--- src/rtl/clock_divider_ctrl.sv ---
`default_nettype none
// ============================================================================
// Module   : clock_divider_ctrl
// Brief    : Runtime-programmable glitch-free clock divider controller; ratio
//            and run/stop changes are applied only at a falling edge of clk_out.
// Revision : 1.0 - initial release
// ============================================================================
module clock_divider_ctrl #(
    parameter int CNT_W        = 16,
    parameter int DEFAULT_HALF = 1,
    parameter bit RST_ENABLE   = 1'b1
) (
    input  logic             clk_in,
    input  logic             rst,
    input  logic             cfg_valid,
    output logic             cfg_ready,
    input  logic [CNT_W-1:0] cfg_half_period,
    input  logic             cfg_enable,
    output logic             clk_out,
    output logic             rise_pulse,
    output logic             active,
    output logic             cfg_err
);

    typedef enum logic [1:0] {
        ST_IDLE  = 2'd0,
        ST_RUN   = 2'd1,
        ST_DRAIN = 2'd2
    } state_t;

    localparam logic [CNT_W-1:0] C_DEFAULT_HALF = CNT_W'(DEFAULT_HALF);
    localparam logic [CNT_W-1:0] C_ONE          = CNT_W'(1);
    localparam state_t           C_RST_STATE    = RST_ENABLE ? ST_RUN : ST_IDLE;

    state_t           r_state;
    logic [CNT_W-1:0] r_count;
    logic [CNT_W-1:0] r_half;
    logic [CNT_W-1:0] r_pend_half;
    logic             r_pend_en;
    logic             r_clk;
    logic             r_rise;
    logic             r_err;
    logic             r_ready;
    logic             r_active;

    state_t           w_state_nxt;
    logic [CNT_W-1:0] w_count_nxt;
    logic [CNT_W-1:0] w_half_nxt;
    logic [CNT_W-1:0] w_pend_half_nxt;
    logic             w_pend_en_nxt;
    logic             w_clk_nxt;
    logic             w_err_nxt;
    logic             w_accept;
    logic             w_legal;
    logic             w_tick;
    logic [CNT_W-1:0] w_half_m1;

    assign w_accept  = cfg_valid && r_ready;
    assign w_legal   = (cfg_half_period != '0);
    assign w_half_m1 = r_half - C_ONE;
    assign w_tick    = (r_count == w_half_m1);

    always_comb begin
        w_state_nxt     = r_state;
        w_count_nxt     = r_count;
        w_half_nxt      = r_half;
        w_pend_half_nxt = r_pend_half;
        w_pend_en_nxt   = r_pend_en;
        w_clk_nxt       = r_clk;
        w_err_nxt       = w_accept && !w_legal;

        // Shared half-period counter used by RUN and DRAIN
        if (w_tick) begin
            w_count_nxt = '0;
            w_clk_nxt   = ~r_clk;
        end else begin
            w_count_nxt = r_count + C_ONE;
        end

        case (r_state)
            ST_IDLE: begin
                w_count_nxt = '0;
                w_clk_nxt   = 1'b0;
                if (w_accept && w_legal) begin
                    w_half_nxt  = cfg_half_period;
                    w_state_nxt = cfg_enable ? ST_RUN : ST_IDLE;
                end
            end
            ST_RUN: begin
                if (w_accept && w_legal) begin
                    w_pend_half_nxt = cfg_half_period;
                    w_pend_en_nxt   = cfg_enable;
                    w_state_nxt     = ST_DRAIN;
                end
            end
            ST_DRAIN: begin
                // Apply only on the falling edge so neither phase is truncated
                if (w_tick && r_clk) begin
                    w_clk_nxt   = 1'b0;
                    w_count_nxt = '0;
                    w_half_nxt  = r_pend_half;
                    w_state_nxt = r_pend_en ? ST_RUN : ST_IDLE;
                end
            end
            default: begin
                w_state_nxt = ST_IDLE;
                w_count_nxt = '0;
                w_clk_nxt   = 1'b0;
            end
        endcase
    end

    always_ff @(posedge clk_in) begin
        if (rst) begin
            r_state     <= C_RST_STATE;
            r_count     <= '0;
            r_half      <= C_DEFAULT_HALF;
            r_pend_half <= C_DEFAULT_HALF;
            r_pend_en   <= 1'b0;
            r_clk       <= 1'b0;
            r_rise      <= 1'b0;
            r_err       <= 1'b0;
            r_ready     <= 1'b1;
            r_active    <= RST_ENABLE;
        end else begin
            r_state     <= w_state_nxt;
            r_count     <= w_count_nxt;
            r_half      <= w_half_nxt;
            r_pend_half <= w_pend_half_nxt;
            r_pend_en   <= w_pend_en_nxt;
            r_clk       <= w_clk_nxt;
            r_rise      <= w_clk_nxt && !r_clk;
            r_err       <= w_err_nxt;
            r_ready     <= (w_state_nxt == ST_IDLE) || (w_state_nxt == ST_RUN);
            r_active    <= (w_state_nxt == ST_RUN) || (w_state_nxt == ST_DRAIN);
        end
    end

    assign cfg_ready  = r_ready;
    assign clk_out    = r_clk;
    assign rise_pulse = r_rise;
    assign active     = r_active;
    assign cfg_err    = r_err;

endmodule
`default_nettype wire

--- config.mk ---
export PLATFORM = sky130hd
export DESIGN_NAME = clock_divider_ctrl
export DESIGN_NICKNAME = d
export VERILOG_FILES = /design/src/rtl/clock_divider_ctrl.sv
export SDC_FILE = /design/constraint.sdc
export NUM_CORES = 1
export LEC_CHECK = 0
export BUFFER_PORTS_ARGS = -buffer_cell sky130_fd_sc_hd__buf_4
export CAP_MARGIN = 20
export CORE_ASPECT_RATIO = 0.8
export CORE_MARGIN = 5
export CORE_UTILIZATION = 60
export DETAILED_ROUTE_END_ITERATION = 8
export PLACE_DENSITY = 0.89
export SLEW_MARGIN = 20
export SYNTH_ARGS = -nofsm -noshare
export SYNTH_HDL_FRONTEND = slang
export SYNTH_SLANG_ARGS = --single-unit
--- constraint.sdc ---
create_clock -name clk_in -period 6.4 [get_ports clk_in]
set_input_delay 0.96 -clock clk_in [delete_from_list [all_inputs] [get_ports clk_in]]
set_output_delay 0.96 -clock clk_in [all_outputs]
set_load 0.05 [all_outputs]
==> results.md, run 1 <==
* Fin nets at 374
* Setup Buffers After CTS at 0
* Post-synthesis register bit count at 56
* Hold Startpoint: r_pend_half[0]$_SDFFE_PP1P_
* Dpl ws at 2420 ps
* Pwr dens at 337 mW/mm²
* Die W at 88.7 µm
* Via count at 2314
* Ys flop type: dfxtp_1
* CTS tree: yes
* # Max-Cap Violations at 0
* Vias in the first global route at 2258
* Max Freq at 261 MHz
* Critical Path Sink Type: flop
* DIE HEIGHT at 72.9 µm
* Layout fillers at 348
* DRT antenna net count at 0
* First-pass GRT wire length at 10400 µm
* Initial drt markers at 101
* Syn-to-layout area delta at 10.3%
* Final HPWL DP at 4420 µm
* Syn Area/Cell at 8.98 µm²
* Post-synthesis cell type count at 44
* Initial Util at 0.635
* Crit. Startpoint: r_half[0]$_SDFFE_PP1P_
* Worst-skew pair later-pin latency at 310 ps
* Origin of the critical flop-to-flop path: r_half[0]$_SDFFE_PP1P_
* CP Class: flop to flop
* Worst EP required at 6630 ps
* Tightest Pin Transition at 1100 ps
* TritonRoute pass-1 iters at 4
* Cts hold-fix bufs at 0
* Die area at 0.00647 mm²
* Pleak at 0.00137 µW
* Clock Path Buffers at 2
* Post-CTS sizing at 0
* Post-route DRC violation count at 0
* Synth area leaders: dfxtp_1 (38%), mux2i_1 (11%), xnor2_1 (8.3%)
* Htree depth at 2
* Post-synth EDFFs at 0
* Yosys warns at 0
* Fin. max-slew vios at 0
* Total track usage at 0.203
* Antenna cells at 0
* Mapped Nets at 358
* CP arrival at 4070 ps
* Reg area at 0.00112 mm²
* RSZ-0062 raised after global routing: false
* Core ar. at 0.00468 mm²
* Clock Skews at 5.70 ps
* Share of layout cells above drive strength 1 at 0.132
* Final TNS setup at 0 ps
* Via density at 5.67
* Synth Instances at 331
* Crit path max fanout at 20
* R2r worst-path depth at 14
* Final worst-path cycle share at 0.600
* Period minus WS final at 3840 ps
* Core Rows at 22
* Synth async-reset ratio at 0
* Hold Path Stages at 1
* Routed WL per cell at 14.9 µm
* Status: finished clean
* Multi-input gate area at 0.00176 mm²
* Setup ws final at 2560 ps
* Sequential-to-total area share from yosys stat at 0.377
* DRT Wirelength at 6070 µm
* TritonCTS Buffers at 5
* Setup violators final at 0
* Mapped Area at 0.00297 mm²
* Peak VDD IR at 0.235 mV
* Gr ovfl total at 0
* Largest net degree at the start of global routing at 39
* I/O Pins at 25
* Clk sinks at 56
* Initial antenna violation count at 0
* Top cell type by total area after synthesis: dfxtp_1
* Clock slew at reported path FFs at 110 ps
* Hold Violations, Final at 0
* CP Launch Type: flop
* Hold/Removal Path Class: flop to flop
* CTS Root Cell: clkbuf_8
* IO buf count at 24
* Area share of the largest cell type after synthesis at 0.377
* RePlAce Congestion at 0.896
* Relative slew slack at 0.266
-- path summary, 6_finish.rpt --
path	endpoint	slack [ps]
worst max-delay path	r_half[8]$_SDFFE_PP0P_	2560
worst min-delay path	r_pend_half[0]$_SDFFE_PP1P_	470
worst max register to register	r_half[8]$_SDFFE_PP0P_	2560
worst min register to register	r_pend_half[0]$_SDFFE_PP1P_	470
-- cells in the mapped netlist (2+ instances only) --
cell / number
a211o_1: 3
a211oi_1: 16
a21o_1: 2
a31oi_1: 4
and2_1: 2
and3_1: 6
and4_1: 2
buf_2: 2
buf_6: 2
clkbuf_1: 13
dfxtp_1: 56
ha_1: 7
inv_1: 6
mux2i_1: 32
nand2_1: 31
nand3_1: 9
nand4_1: 3
nor2_1: 53
nor2b_1: 4
nor3_1: 2
nor3b_1: 2
nor4_1: 7
nor4_4: 3
o211a_1: 2
o21ai_0: 5
o21ba_2: 2
xnor2_1: 28
xor2_1: 11
-- flip-flops by register name (all words and copies together), names as in the netlist --
| name | flops |
|---|---|
| rise_pulse | 1 |
| cfg_err | 1 |
| r_pend_half | 16 |
| active | 1 |
| r_pend_en | 1 |
| r_half | 16 |
| r_count | 16 |
| clk_out | 1 |
| cfg_ready | 1 |
| r_state | 2 |
-- metal layers --
layer / GRT usage / wire (µm)
met4: 0.0654 / 50
met2: 0.324 / 2870
met3: 0.0384 / 219
met5: 0 / 0
met1: 0.276 / 2920
-- layout make-up --
class | count | share of cell area
Clock buffer | 5 | 0.0210
Clock inverter | 3 | 0.00840
Inverter | 6 | 0.00687
Multi-Input combinational cell | 251 | 0.536
Sequential cell | 56 | 0.342
Tap cell | 60 | 0.0229
Timing Repair Buffer | 27 | 0.0630
-- power by group --
part	switching (µW)	internal, µW
registers	67.6	403
clock network	124	80.6
logic	236	192
-- cell usage in the layout, fill, tap and decap left out, types with 2 or more instances in the layout --
cell,n
a211o_1,3
a211oi_1,15
a21o_1,2
a31oi_1,4
and2_1,2
and3_1,6
and4_1,2
buf_4,26
clkbuf_8,5
dfxtp_1,56
ha_1,7
inv_1,6
mux2i_1,32
nand2_1,31
nand3_1,9
nand4_1,3
nor2_1,53
nor2b_1,4
nor3_1,2
nor3b_1,2
nor4_1,7
nor4_4,3
o211a_1,2
o21ai_0,5
o21ba_2,2
xnor2_1,28
xor2_1,11
-- metrics by stage --
stage	area, µm²	total power [µW]	hold slack, ps	util	instances
global route	3280	1170	488	0.700	408
floorplan	2970	804	430	-	331
finish	3280	1100	471	0.700	408
CTS	3270	1100	471	0.698	407
global placement	3170	878	439	0.677	399
detailed placement	3170	895	447	0.677	399
-- critical path, stage by stage (launching register included) --
cell      delay, ps
dfxtp_1         380
inv_1           110
ha_1            240
nor3b_1         410
nand4b_1        180
xnor2_1         160
or4_4           530
nor4_4          130
buf_4           260
ha_1            240
nor2b_1         110
a211oi_4        450
buf_6           260
nor2_1           70
a211oi_1        230
-- cells by family (layout without fill, tap and decap cells) --
group / Yosys count / count (layout) / share of synthesized area
compound gates: 42 / 42 / 0.108
xor+xnor: 39 / 39 / 0.115
fa+ha+maj: 7 / 7 / 0.0295
buf+inv: 24 / 41 / 0.0383
flops: 56 / 56 / 0.377
mux: 33 / 33 / 0.112
simple gates: 130 / 130 / 0.221
Power figures use the tool's default switching activity.
==> run 2, diff against run 1 <==
Settings changed: ABC_AREA set to 1, CORE_UTILIZATION 60 to 54, PLACE_DENSITY 0.89 to 0.85.
Clock period 6.4 ns to 3.1 ns, I/O delays scaled along.
==> run 2 against run 1 <==
Against the previous run: global-route usage fell by 0.87 points; first-iteration DRC count rose by 34%; clock power rose by 110%; final cell count rose by 42%; design area rose by 7.8%; die area rose by 16%; hold slack got worse by 140 ps; core utilization fell by 9.0 points; largest power group is now combinational logic.
==> results.md, run 2 <==
* Fin. max-slew vios at 0
* Commonest cells after routing, fill and taps aside: nand2_1 (115), inv_1 (58), nor2_1 (58), dfxtp_1 (56), o21ai_0 (42)
* DRT antenna net count at 0
* Setup ws final at 234 ps
* R2r worst-path depth at 20
* Most frequent cells after synthesis: nand2_1 (115), inv_1 (60), nor2_1 (58)
* Ys flop type: dfxtp_1
* TritonRoute pass-1 iters at 4
* Post-synth EDFFs at 0
* Seq pwr share at 0.386
* Combinational Power Share at 0.448
* Area share of the largest cell type after synthesis at 0.354
* Relative slew slack at 0.728
* Initial antenna violation count at 0
* DIE HEIGHT at 78.5 µm
* Mapped Nets at 502
* Antenna cells at 0
* Tightest Pin Transition at 407 ps
* Vias in the first global route at 2667
* Peak VDD IR at 0.375 mV
* Largest net degree at the start of global routing at 37
* DRT Wirelength at 6970 µm
* Dpl ws at 179 ps
* Yosys warns at 0
* Switching share of power at 0.439
* Routed WL per cell at 12.0 µm
* Die area at 0.00750 mm²
* Commonest non-fill, non-tap cell in the layout: nand2_1
* IO buf count at 24
* Initial drt markers at 135
* Total track usage at 0.194
* Clock Path Buffers at 2
* Via count at 2901
* Synth Instances at 475
* Core Rows at 25
* CTS tree: yes
* Sw power at 1120 µW
* Die W at 95.6 µm
* Core ar. at 0.00579 mm²
* Via density at 4.99
* TritonCTS Buffers at 5
* Initial Util at 0.547
* Critical Path Sink Type: flop
* Syn Area/Cell at 6.66 µm²
* Final worst-path cycle share at 0.925
* Synth area leaders: dfxtp_1 (35%), nand2_1 (14%), inv_1 (7.1%)
* Count leader, synth: nand2_1
* CP Class: flop to flop
* Setup violators final at 0
* Syn-to-layout area delta at 11.6%
* Clock Skews at 8.59 ps
* Status: finished clean
* Largest registers: r_count x16, r_half x16, r_pend_half x16
* I/O Pins at 25
* Final TNS setup at 0 ps
* Int Pwr at 1440 µW
* Post-synthesis cell type count at 33
* Clk sinks at 56
* Reg2reg setup slack at 230 ps
* Fin nets at 526
* Post-route DRC violation count at 0
* Synth async-reset ratio at 0
* Final HPWL DP at 5160 µm
* Pwr dens at 726 mW/mm²
* Post-synthesis register bit count at 56
* CP arrival at 3080 ps
* Hold Violations, Final at 0
* Max Freq at 349 MHz
* Period minus WS final at 2870 ps
* RePlAce Congestion at 0.877
* Crit path max fanout at 5
* Sequential-to-total area share from yosys stat at 0.354
* Worst EP required at 3310 ps
* First-pass GRT wire length at 11800 µm
* Worst-skew pair later-pin latency at 320 ps
* Post-Route Utilization at 0.610
* Clk network pwr share at 0.166
* Htree depth at 2
* Top cell type by total area after synthesis: dfxtp_1
* Cts hold-fix bufs at 0
* Hold Path Stages at 2
* Mapped Area at 0.00317 mm²
* Share of layout cells above drive strength 1 at 0.140
* Pleak at 0.00158 µW
* Gr ovfl total at 0
* Placed inst area at 0.00339 mm²
* Hold/Removal Path Class: primary input to flop
* Cell area after layout at 0.00353 mm²
* Clock slew at reported path FFs at 110 ps
* # Max-Cap Violations at 0
* CP Launch Type: flop
* CTS Root Cell: clkbuf_8
run 2: kinds of logic after synthesis:
group | after synthesis | synth area share
and+or+nand+nor | 234 | 0.325
DFF | 56 | 0.354
buffers and inverters | 77 | 0.0988
adders and majority gates | 7 | 0.0277
xor gates and xnor gates | 22 | 0.0609
AOI/OAI and AO/OA | 79 | 0.133
run 2: worst max-delay path, cell delays in order, from the launching register on:
cell	delay, ps
dfxtp_1	360
inv_1	80
ha_2	330
inv_1	40
nand2_1	50
nand2_1	50
nor2_1	100
nand3_1	70
nor2_1	110
nand2_1	60
nor2_1	130
nand3_2	130
inv_1	90
ha_2	210
nor2_1	70
a21oi_1	150
a21boi_4	220
buf_4	140
clkinvlp_4	120
o21ai_0	190
a21oi_1	60
run 2: cell type report:
cell class / instances / area [µm²]
flip-flops and latches: 56 / 1120
well taps: 81 / 101
clock buffers: 5 / 68.8
repair buffers: 28 / 210
multi-input cells: 342 / 1740
repair inverters: 3 / 20.0
inverters: 63 / 240
clock inverters: 3 / 26.3
fillers: 554 / 2250
run 2: worst paths after layout:
check,from,endpoint
max,r_half[1]$_SDFFE_PP0P_,r_half[8]$_SDFFE_PP0P_
min,rst,clk_out$_SDFF_PP0_
min reg2reg,r_pend_half[2]$_SDFFE_PP0P_,r_pend_half[2]$_SDFFE_PP0P_
max reg2reg,r_half[1]$_SDFFE_PP0P_,r_half[8]$_SDFFE_PP0P_
run 2: power by group through the flow:
| stage | logic (µW) | registers (µW) | clock network, µW |
|---|---|---|---|
| floorplan | 856 | 1010 | 0 |
| global placement | 1040 | 997 | 0 |
| detailed placement | 1070 | 1000 | 0 |
| CTS | 1080 | 986 | 438 |
| global route | 1330 | 1010 | 464 |
| finish | 1150 | 989 | 427 |
run 2: per-layer routing:
layer,GRT usage,share of wire
met5,0,0
met4,0.0625,0.013
met3,0.0364,0.041
met2,0.297,0.45
met1,0.273,0.49
run 2: repair_timing:
action                     4_1_cts  5_1_grt
setup endpoints to repair        0       15
setup buffers                    0        2
gates resized for setup          0        9
run 2: per-stage QoR:
step | power (µW) | hold slack (ps) | instances
after global placement | 2040 | 432 | 568
after global routing | 2800 | 312 | 581
final | 2560 | 326 | 581
after detailed placement | 2070 | 441 | 568
after CTS | 2500 | 316 | 576
after floorplan | 1860 | 425 | 475
==> run 3, diff against run 2 <==
==> constraint.sdc (replaced) <==
create_clock -name clk_in -period 3.1 [get_ports clk_in]
set_input_delay 0.62 -clock clk_in [delete_from_list [all_inputs] [get_ports clk_in]]
set_output_delay 0.62 -clock clk_in [all_outputs]
set_load 0.05 [all_outputs]
==> run 3 against run 2 <==
Against the previous run: total power grew 1.4%; critical path depth is the same; global-route usage grew 0.51 points; largest power group unchanged; non-clock buffer count is the same; sequential power is essentially flat; wire length grew 3.5%; sequential share of layout area shrank 0.12 points; clock-buffer cell count is the same; critical endpoint is now r_half[11]$_SDFFE_PP0P_; sequential cell count is the same; final cell count is the same; hold slack gained 130 ps; largest cell class unchanged.
==> results.md, run 3 (synthesis results as in run 2) <==
* DRT Wirelength at 7220 µm
* Htree depth at 2
* Placed Instances at 568
* Clock slew at reported path FFs at 110 ps
* TritonCTS Buffers at 5
* Worst EP required at 3320 ps
* Fin. max-slew vios at 0
* Vias in the first global route at 2725
* Met1 GRT Util at 0.279
* Critical Path Sink Type: flop
* Post-route DRC violation count at 0
* Total track usage at 0.199
* Clk sinks at 56
* Core Rows at 25
* DIE HEIGHT at 78.5 µm
* Syn-to-layout area delta at 12.0%
* Reg2reg setup slack at 200 ps
* CP Class: flop to flop
* Die area at 0.00750 mm²
* CP arrival at 3130 ps
* Core ar. at 0.00579 mm²
* Commonest non-fill, non-tap cell in the layout: nand2_1
* Status: finished clean
* Via density at 5.20
* Hold slack at 453 ps
* Initial Util at 0.547
* I/O Pins at 25
* Cts hold-fix bufs at 0
* Largest stage delay, worst path at 340 ps
* First-pass GRT wire length at 12100 µm
* Largest registers: r_count x16, r_half x16, r_pend_half x16
* Crit path cell chain: inv_1, ha_2, inv_1, nand2_1, nand2_1, nor2_1, nand3_1, nor2_2, nand2_1, nor2_1, nand3_2, inv_1, ha_2, nor2_1, a21oi_1, a21boi_4, buf_4, clkinvlp_4, o21ai_0, a21oi_1
* Worst-skew pair later-pin latency at 320 ps
* CTS tree: yes
* IO buf count at 24
* Clock Path Buffers at 2
* Via count at 3019
* CP Launch Type: flop
* Pleak at 0.00158 µW
* Final worst-path cycle share at 0.936
* CP max stage cell: dfxtp_1
* Crit path max fanout at 6
* Die W at 95.6 µm
* CTS Root Cell: clkbuf_8
* Period minus WS final at 2900 ps
* Hold Violations, Final at 0
* TritonRoute pass-1 iters at 7
* Max Freq at 345 MHz
* Pwr dens at 733 mW/mm²
* Antenna cells at 0
* Setup violators final at 0
* Fin nets at 526
* Final HPWL DP at 5250 µm
* RePlAce Congestion at 0.863
* Share of layout cells above drive strength 1 at 0.142
* Gr ovfl total at 0
* GR met3 Demand/Resource at 0.0326
* Commonest cells after routing, fill and taps aside: nand2_1 (115), inv_1 (59), nor2_1 (57), dfxtp_1 (56), o21ai_0 (43)
* Post-route insts no fill at 581
* Peak VDD IR at 0.392 mV
* Met2 usage in global routing at 0.323
* Largest net degree at the start of global routing at 30
* Hold/Removal Path Class: flop to flop
* Clock Skews at 9.95 ps
* DRT antenna net count at 0
* Initial drt markers at 167
* Relative slew slack at 0.608
* Routed WL per cell at 12.4 µm
* # Max-Cap Violations at 0
* Tightest Pin Transition at 588 ps
* GRT Max-Usage Layer: met2
* Initial antenna violation count at 0
## run 3: worst paths after layout
check / startpoint / endpoint / cells after the start
setup reg to reg: r_half[0]$_SDFFE_PP1P_ / r_half[11]$_SDFFE_PP0P_ / 20
hold / removal: r_pend_half[10]$_SDFFE_PP0P_ / r_pend_half[10]$_SDFFE_PP0P_ / 2
hold reg to reg: r_pend_half[10]$_SDFFE_PP0P_ / r_pend_half[10]$_SDFFE_PP0P_ / 2
setup / recovery: r_half[0]$_SDFFE_PP1P_ / r_half[11]$_SDFFE_PP0P_ / 20
## run 3: area by class of cell
cell class | count | area, µm²
timing repair inverter | 3 | 22.5
clock inverter | 3 | 27.5
tap | 81 | 101
timing repair buffer | 28 | 214
sequential | 56 | 1120
multi-input combinational | 342 | 1750
inverter | 63 | 240
fill | 562 | 2240
clock buffer | 5 | 68.8
## run 3: worst max-delay path, delay by kind of cell, from the launching register on
family | cells | cell delay [ps]
flops | 1 | 340
compound gates | 4 | 660
buf+inv | 5 | 510
simple gates | 9 | 750
fa+ha+maj | 2 | 540
## run 3: timing repair
item	in CTS	in global routing
buffers inserted	0	2
resized for setup	0	11
setup endpoints to repair	0	13
## run 3: through the flow
step	setup TNS [ps]	total power, µW	setup WS (ps)	cell area, µm²	util
after detailed placement	0	2080	223	3390	0.585
after floorplan	0	1860	614	3170	-
after CTS	0	2520	191	3480	0.602
final	0	2600	197	3550	0.613
after global placement	0	2040	404	3390	0.585
after global routing	-124	2810	-42.2	3550	0.613
## run 3: per-layer routing
layer / wire, µm / share of wire
met4: 71 / 0.0098
met1: 3520 / 0.49
met5: 0 / 0
met2: 3320 / 0.46
met3: 303 / 0.042
## run 3: report_power, final
group	switching [µW]	total, µW	internal, µW	leakage (µW)
sequential	126	990	864	0.000459
clock	266	433	167	0.0000463
combinational	759	1180	417	0.00108
total	1150	2600	1450	0.00158
